**src/rtl/char_overlay_ctl.sv**
```systemverilog
// char_overlay_ctl: 4-stage char/font ROM sequencer drawing a 16x16 text window on the VGA stream.
// Define CHAR_OVERLAY_BG_EN to fill unset window pixels with BG_COLOR (opaque box).
module char_overlay_ctl #(
  parameter int          X_POS      = 48,
  parameter int          Y_POS      = 64,
  parameter logic [11:0] TEXT_COLOR = 12'hFFF,
  parameter logic [11:0] BG_COLOR   = 12'h008
) (
  input  logic        clk,
  input  logic        rst,
  input  logic [10:0] hcount_in,
  input  logic        hsync_in,
  input  logic        hblnk_in,
  input  logic [10:0] vcount_in,
  input  logic        vsync_in,
  input  logic        vblnk_in,
  input  logic [11:0] rgb_in,
  input  logic        overlay_en,
  output logic [7:0]  char_xy,
  input  logic [6:0]  char_code,
  output logic [10:0] font_addr,
  input  logic [7:0]  char_pixels,
  output logic [10:0] hcount_out,
  output logic        hsync_out,
  output logic        hblnk_out,
  output logic [10:0] vcount_out,
  output logic        vsync_out,
  output logic        vblnk_out,
  output logic [11:0] rgb_out
);
  localparam logic [10:0] X_LO = 11'(X_POS);
  localparam logic [10:0] X_HI = 11'(X_POS + 128);
  localparam logic [10:0] Y_LO = 11'(Y_POS);
  localparam logic [10:0] Y_HI = 11'(Y_POS + 256);
  logic        r_en_frame;
  logic [6:0]  w_relx;
  logic [7:0]  w_rely;
  logic        w_in_win;
  logic [37:0] w_pipe_in, r_pipe_d1, r_pipe_d2, r_pipe_d3;
  logic [3:0]  r_line_d1, r_line_d2;
  logic [2:0]  r_bit_d1, r_bit_d2, r_bit_d3;
  logic        r_win_d1, r_win_d2, r_win_d3;
  logic [11:0] w_off_color;
  // only the low bits of the relative coordinates are ever used, so subtract narrow
  assign w_relx = hcount_in[6:0] - X_LO[6:0];
  assign w_rely = vcount_in[7:0] - Y_LO[7:0];
  assign w_in_win = (hcount_in >= X_LO) && (hcount_in < X_HI) && (vcount_in >= Y_LO) &&
                    (vcount_in < Y_HI) && !hblnk_in && !vblnk_in && r_en_frame;
  assign w_pipe_in = {hcount_in, hsync_in, hblnk_in, vcount_in, vsync_in, vblnk_in, rgb_in};
  assign font_addr = {char_code, r_line_d2};
`ifdef CHAR_OVERLAY_BG_EN
  assign w_off_color = r_win_d3 ? BG_COLOR : r_pipe_d3[11:0];
`else
  logic w_unused;
  assign w_unused = ^BG_COLOR;
  assign w_off_color = r_pipe_d3[11:0];
`endif
  always_ff @(posedge clk) begin
    if (rst) begin
      r_en_frame <= 1'b0;
      char_xy    <= '0;
      r_pipe_d1  <= '0;
      r_pipe_d2  <= '0;
      r_pipe_d3  <= '0;
      r_line_d1  <= '0;
      r_line_d2  <= '0;
      r_bit_d1   <= '0;
      r_bit_d2   <= '0;
      r_bit_d3   <= '0;
      r_win_d1   <= 1'b0;
      r_win_d2   <= 1'b0;
      r_win_d3   <= 1'b0;
      hcount_out <= '0;
      hsync_out  <= 1'b0;
      hblnk_out  <= 1'b0;
      vcount_out <= '0;
      vsync_out  <= 1'b0;
      vblnk_out  <= 1'b0;
      rgb_out    <= '0;
    end else begin
      if (hcount_in == '0 && vcount_in == '0) r_en_frame <= overlay_en;
      char_xy    <= w_in_win ? {w_relx[6:3], w_rely[7:4]} : 8'h00;
      r_line_d1  <= w_rely[3:0];
      r_bit_d1   <= w_relx[2:0];
      r_win_d1   <= w_in_win;
      r_pipe_d1  <= w_pipe_in;
      r_line_d2  <= r_line_d1;
      r_bit_d2   <= r_bit_d1;
      r_win_d2   <= r_win_d1;
      r_pipe_d2  <= r_pipe_d1;
      r_bit_d3   <= r_bit_d2;
      r_win_d3   <= r_win_d2;
      r_pipe_d3  <= r_pipe_d2;
      {hcount_out, hsync_out, hblnk_out, vcount_out, vsync_out, vblnk_out} <= r_pipe_d3[37:12];
      rgb_out    <= (r_win_d3 && char_pixels[3'd7 - r_bit_d3]) ? TEXT_COLOR : w_off_color;
    end
  end
endmodule

```
**config.mk**
```make
export PLATFORM = sky130hd
export DESIGN_NAME = char_overlay_ctl
export DESIGN_NICKNAME = d
export VERILOG_FILES = /design/src/rtl/char_overlay_ctl.sv
export SDC_FILE = /design/constraint.sdc
export NUM_CORES = 1
export LEC_CHECK = 0
export BUFFER_PORTS_ARGS = -buffer_cell sky130_fd_sc_hd__buf_2
export CAP_MARGIN = 20
export CORE_MARGIN = 2
export CORE_UTILIZATION = 44
export DETAILED_ROUTE_END_ITERATION = 8
export MAX_ROUTING_LAYER = met4
export PLACE_DENSITY = 0.72
export SETUP_SLACK_MARGIN = 0.3
export SLEW_MARGIN = 10
export SYNTH_ARGS = -nofsm -noshare
export SYNTH_HDL_FRONTEND = slang
export SYNTH_SLANG_ARGS = --single-unit
```
**constraint.sdc**
```tcl
create_clock -name clk -period 1.99 [get_ports clk]
set_input_delay 0.2985 -clock clk [delete_from_list [all_inputs] [get_ports clk]]
set_output_delay 0.2985 -clock clk [all_outputs]
set_load 0.05 [all_outputs]
```
Word-level counts from Yosys, hierarchy flattened
Cells that the tools add are included.
- $lt $le $gt $ge: 5
- reductions and logical operators: 13
- bitwise gates (word level): 1
- add/sub/neg operators: 3
- multiplexer cells: 3
- operators with widths (cell ; count):
    11-bit logical NOT ; 2
    12-bit 2-to-1 mux ; 1
    11-bit by 6-bit greater-or-equal comparator with 1-bit output, second input constant ; 1
    11-bit by 7-bit greater-or-equal comparator with 1-bit output, second input constant ; 1
    11-bit by 8-bit less-than comparator with 1-bit output, second input constant ; 1
    11-bit by 9-bit less-than comparator with 1-bit output, second input constant ; 1
    1-bit logical AND ; 8
    8-bit by 7-bit subtractor with 8-bit output, second input constant ; 1
    7-bit by 6-bit subtractor with 7-bit output, second input constant ; 1
    3-bit by 4-bit less-than comparator with 1-bit output, second input constant ; 1
    1-bit binary-select mux with 3-bit select ; 1
    3-bit subtractor, first input constant ; 1
    1-bit logical NOT ; 2
    2-bit OR reduction ; 1
    1-bit 2-to-1 mux ; 1
    1-bit NOT ; 1
- logic and storage cells: 45
- output and inout bits: 57
- input bits: 56
- register bits after elaboration: 181

Longest topological paths before layout
- word-level depth: 9
- mapped depth: 5
- gate-level depth less buffers: 5

Worst setup path before layout
OpenSTA, ideal clock, no wires.
- path type: reg2reg
- start point: reg r_pipe_d3[27] (netlist name)
- end point: reg rgb_out[10]
- arrival: 1.426 ns
- slack: 0.436 ns
- path buffers: 1
- required time: 1.862 ns
- stages on the path, launching flop included: 6
- clock period less this slack: 1.554 ns
- setup time: 0.128 ns
- path through: dfxtp_1 mux4_1 mux2_4 nand3b_4 buf_12 o21ai_2
- RTL lines (what ; RTL line ; RTL):
    end signal: assignment ; 95 ; rgb_out <= (r_win_d3 && char_pixels[3'd7 - r_bit_d3]) ? TEXT_COLOR : w_off_color;
    end: declaration ; 29 ; output logic [11:0] rgb_out

==> results.md <==
* Cell taking the most area after synthesis: dfxtp_1
* Via-to-Cell Ratio at 4.17
* Slew HR at 58.9%
* Hold Fails Final Rpt at 0
* Largest net degree at the start of global routing at 159
* Crit Path Class: reg2reg
* RSZ-0062 raised after global routing: no
* CTS clk-pin slew, worst paths at 0.06 ns
* DRT antenna net count at 0
* Met3 WL post-DR at 501 µm
* Reg area at 3280 µm²
* DR vias at 2780
* Clk sinks at 164
* Worst-path maximum fanout at 6
* Leakage power at 2.69 nW
* Initial antenna violation count at 0
* Min Hold Slack at 0.0204 ns
* Slowest stage cell, crit path: mux4_2
* Clk_skew at 0.00503 ns
* Layout cells sized above 1 at 28.7%
* CTS tree: built
* Pin slew with the least headroom to its limit at 0.617 ns
* Multi-input logic area at 1360 µm²
* Worst skew pair latency at 0.51 ns
* Die W at 109 µm
* Die area at 11900 µm²
* Critical Path End Type: flip-flop
* Placed Cells at 614
* Iter 0 DRT Violations at 111
* CP Cell Sequence: mux4_2 -> mux2_4 -> nand3b_4 -> o21ai_0
* Ys Warns at 0
* Top post-synthesis cells by area: dfxtp_1 (68%), nor2b_1 (18%), o21ai_2 (1.8%)
* Slowest cell delay on critical path at 0.50 ns
* Core region area at 10800 µm²
* Min Tclk post-route at 1.58 ns
* Wire length per cell at 11.4 µm
* Gp weighted congestion at 0.703
* Wire length on met2 at 3640 µm
* Sequential-to-total area share from yosys stat at 67.7%
* Setup_tns at 0 ns
* FILL cells at 903
* PortBufs at 98
* Post-synthesis average cell area at 12.0 µm²
* MaxCap Viol Count at 0
* Post-synth cell types at 28
* Area Overhead vs Synth at 26.2%
* Top routing layer in use: met4
* Pre-antenna DRT Iters at 4
* Nets at 573
* Synth Net Count at 464
* Post-detail-place hpwl at 4640 µm
* Slew Viols, Final at 0
* H-tree depth at 4
* Total grt overflow at 0
* Post-Syn Area at 4850 µm²
* Starting density of the core at 44.9%
* Fraction of the cycle the final worst path needs at 79.4%
* Root Driver: clkbuf_8
* Total global-route track usage at 14.1%
* Synthesized instance count at 404
* Setup crit start kind: flip-flop
* Num CTS Buffers at 17
* Post-synthesis register bit count at 164
* Non-Filler Instances at 666
* Final wirelength at 7570 µm
* Status: finished, final reports clean
* Peak supply drop at 709 µV
* WP data arrival at 1.96 ns
* Max Freq at 633 MHz
* First-pass GRT wire length at 12000 µm
* Pwr per Cell Area at 1080 nW/µm²
* Hold Crit Class: in2reg
* CP required at 2.37 ns
* N_diodes at 0
* Met1 WL at 3270 µm
* I/O Pins at 113
* Max Root-Sink Buffers at 2
* Die Y at 109 µm
* DRC Markers at 0
* Top cell type's share of synthesized area at 67.7%
* Finish-stage setup viols at 0
* Number of global-route vias before repair at 2609
* Row cnt at 38
worst max-delay path, delay by kind of cell (launching register included):
family           cells  cell delay [ns]
AND/OR/NAND/NOR      1             0.16
AO/OA/AOI/OAI        1             0.10
flip-flops           1             0.36
multiplexers         2             0.82
sequential cells by signal, summed over array words and instances, names as in the netlist, 8 cells and up:
name        cells
rgb_out        12
char_xy         8
hcount_out     11
r_pipe_d1      38
r_pipe_d3      38
r_pipe_d2      38
vcount_out     11
stage by stage:
step           setup WS (ns)  utilization, %  power [W]  cell area [µm²]
2_1_floorplan          0.436               -    0.00372             4850
3_3_place_gp           0.212            49.8    0.00377             5370
3_5_place_dp           0.154            49.8    0.00378             5370
4_1_cts                0.285            56.5    0.00670             6100
5_1_grt                0.312            56.7    0.00689             6120
6_report               0.410            56.7    0.00662             6120
area by class of cell:
type | count | area share (%)
Clock buffer | 20 | 7.28
Clock inverter | 12 | 1.57
Inverter | 16 | 0.981
Multi-Input combinational cell | 196 | 22.2
Sequential cell | 164 | 53.7
Tap cell | 140 | 2.86
Timing Repair Buffer | 118 | 11.4
cell usage in the layout, fill, tap and decap left out, types with 2 or more instances in the layout:
| cell type | netlist | layout |
|---|---|---|
| dfxtp_1 | 164 | 163 |
| nor2b_1 | 140 | 140 |
| buf_2 | 0 | 97 |
| dlygate4sd3_1 | 0 | 17 |
| inv_1 | 16 | 16 |
| clkbuf_16 | 0 | 16 |
| o21ai_2 | 10 | 10 |
| nor2_1 | 7 | 7 |
| and2_1 | 7 | 7 |
| ha_1 | 4 | 4 |
| o21ai_0 | 3 | 3 |
| clkbuf_8 | 0 | 3 |
| inv_6 | 0 | 3 |
| clkinv_4 | 0 | 3 |
| clkinvlp_4 | 0 | 3 |
| buf_4 | 11 | 3 |
| or3_1 | 2 | 2 |
| nor3_1 | 2 | 2 |
| a21oi_1 | 2 | 2 |
| nor4_1 | 2 | 2 |
| nand4_1 | 2 | 2 |
| mux4_2 | 0 | 2 |
| nand3b_4 | 1 | 2 |
| nand2b_1 | 2 | 2 |
| clkinv_2 | 0 | 2 |
worst paths after layout:
kind                 start            end  slack [ns]  cells after the start
min             rgb_in[11]  r_pipe_d1[11]        0.02                      2
max          r_pipe_d3[27]     rgb_out[0]        0.41                      4
min reg2reg  r_pipe_d1[25]  r_pipe_d2[25]        0.43                      1
max reg2reg  r_pipe_d3[27]     rgb_out[0]        0.41                      4
cell families after synthesis:
logic type	synth area share [%]
AO/OA/AOI/OAI	3.07
adder cells (fa/ha/maj)	1.03
buffers and inverters	4.67
multiplexers	1.60
AND/OR/NAND/NOR	21.8
XOR/XNOR	0.181
flip-flops	67.7
what timing repair did:
item / 4_1_cts / 5_1_grt
hold buffers: 17 / 0
hold endpoints to repair: 17 / 0
pin swaps: 0 / 1
resized for setup: 0 / 5
setup buffers: 0 / 2
cloned: 1 / 0
setup endpoints to repair: 2 / 19
report_power, final:
group | internal [W] | leakage (nW) | switching (W)
clock | 0.00162 | 0.260 | 0.00127
combinational | 0.000145 | 1.09 | 0.000180
sequential | 0.00339 | 1.34 | 0.0000206
layer usage:
layer  GRT usage [%]  up-vias
li1                -     1460
met1            15.8     1232
met2            21.7       77
met3            5.68       11
met4            7.14        0
met5               -        -
Yosys cell counts:
cell type  count
or3_1          2
buf_12         1
nand3_1        1
mux2_4         1
inv_1         16
o21ai_2       10
buf_4         11
dfxtp_1      164
nor4_2         1
ha_1           4
nand2b_1       2
o21ai_0        3
nand4_1        2
xnor2_1        1
nor2_1         7
nor4b_1        1
a21oi_1        2
mux2i_1        1
nand3b_4       1
a211o_1        1
mux4_1         2
nand2_1        1
clkbuf_1      17
and2_1         7
a2111oi_4      1
nor3_1         2
nor4_1         2
nor2b_1      140
No activity file was read; power rests on OpenSTA's default activity.
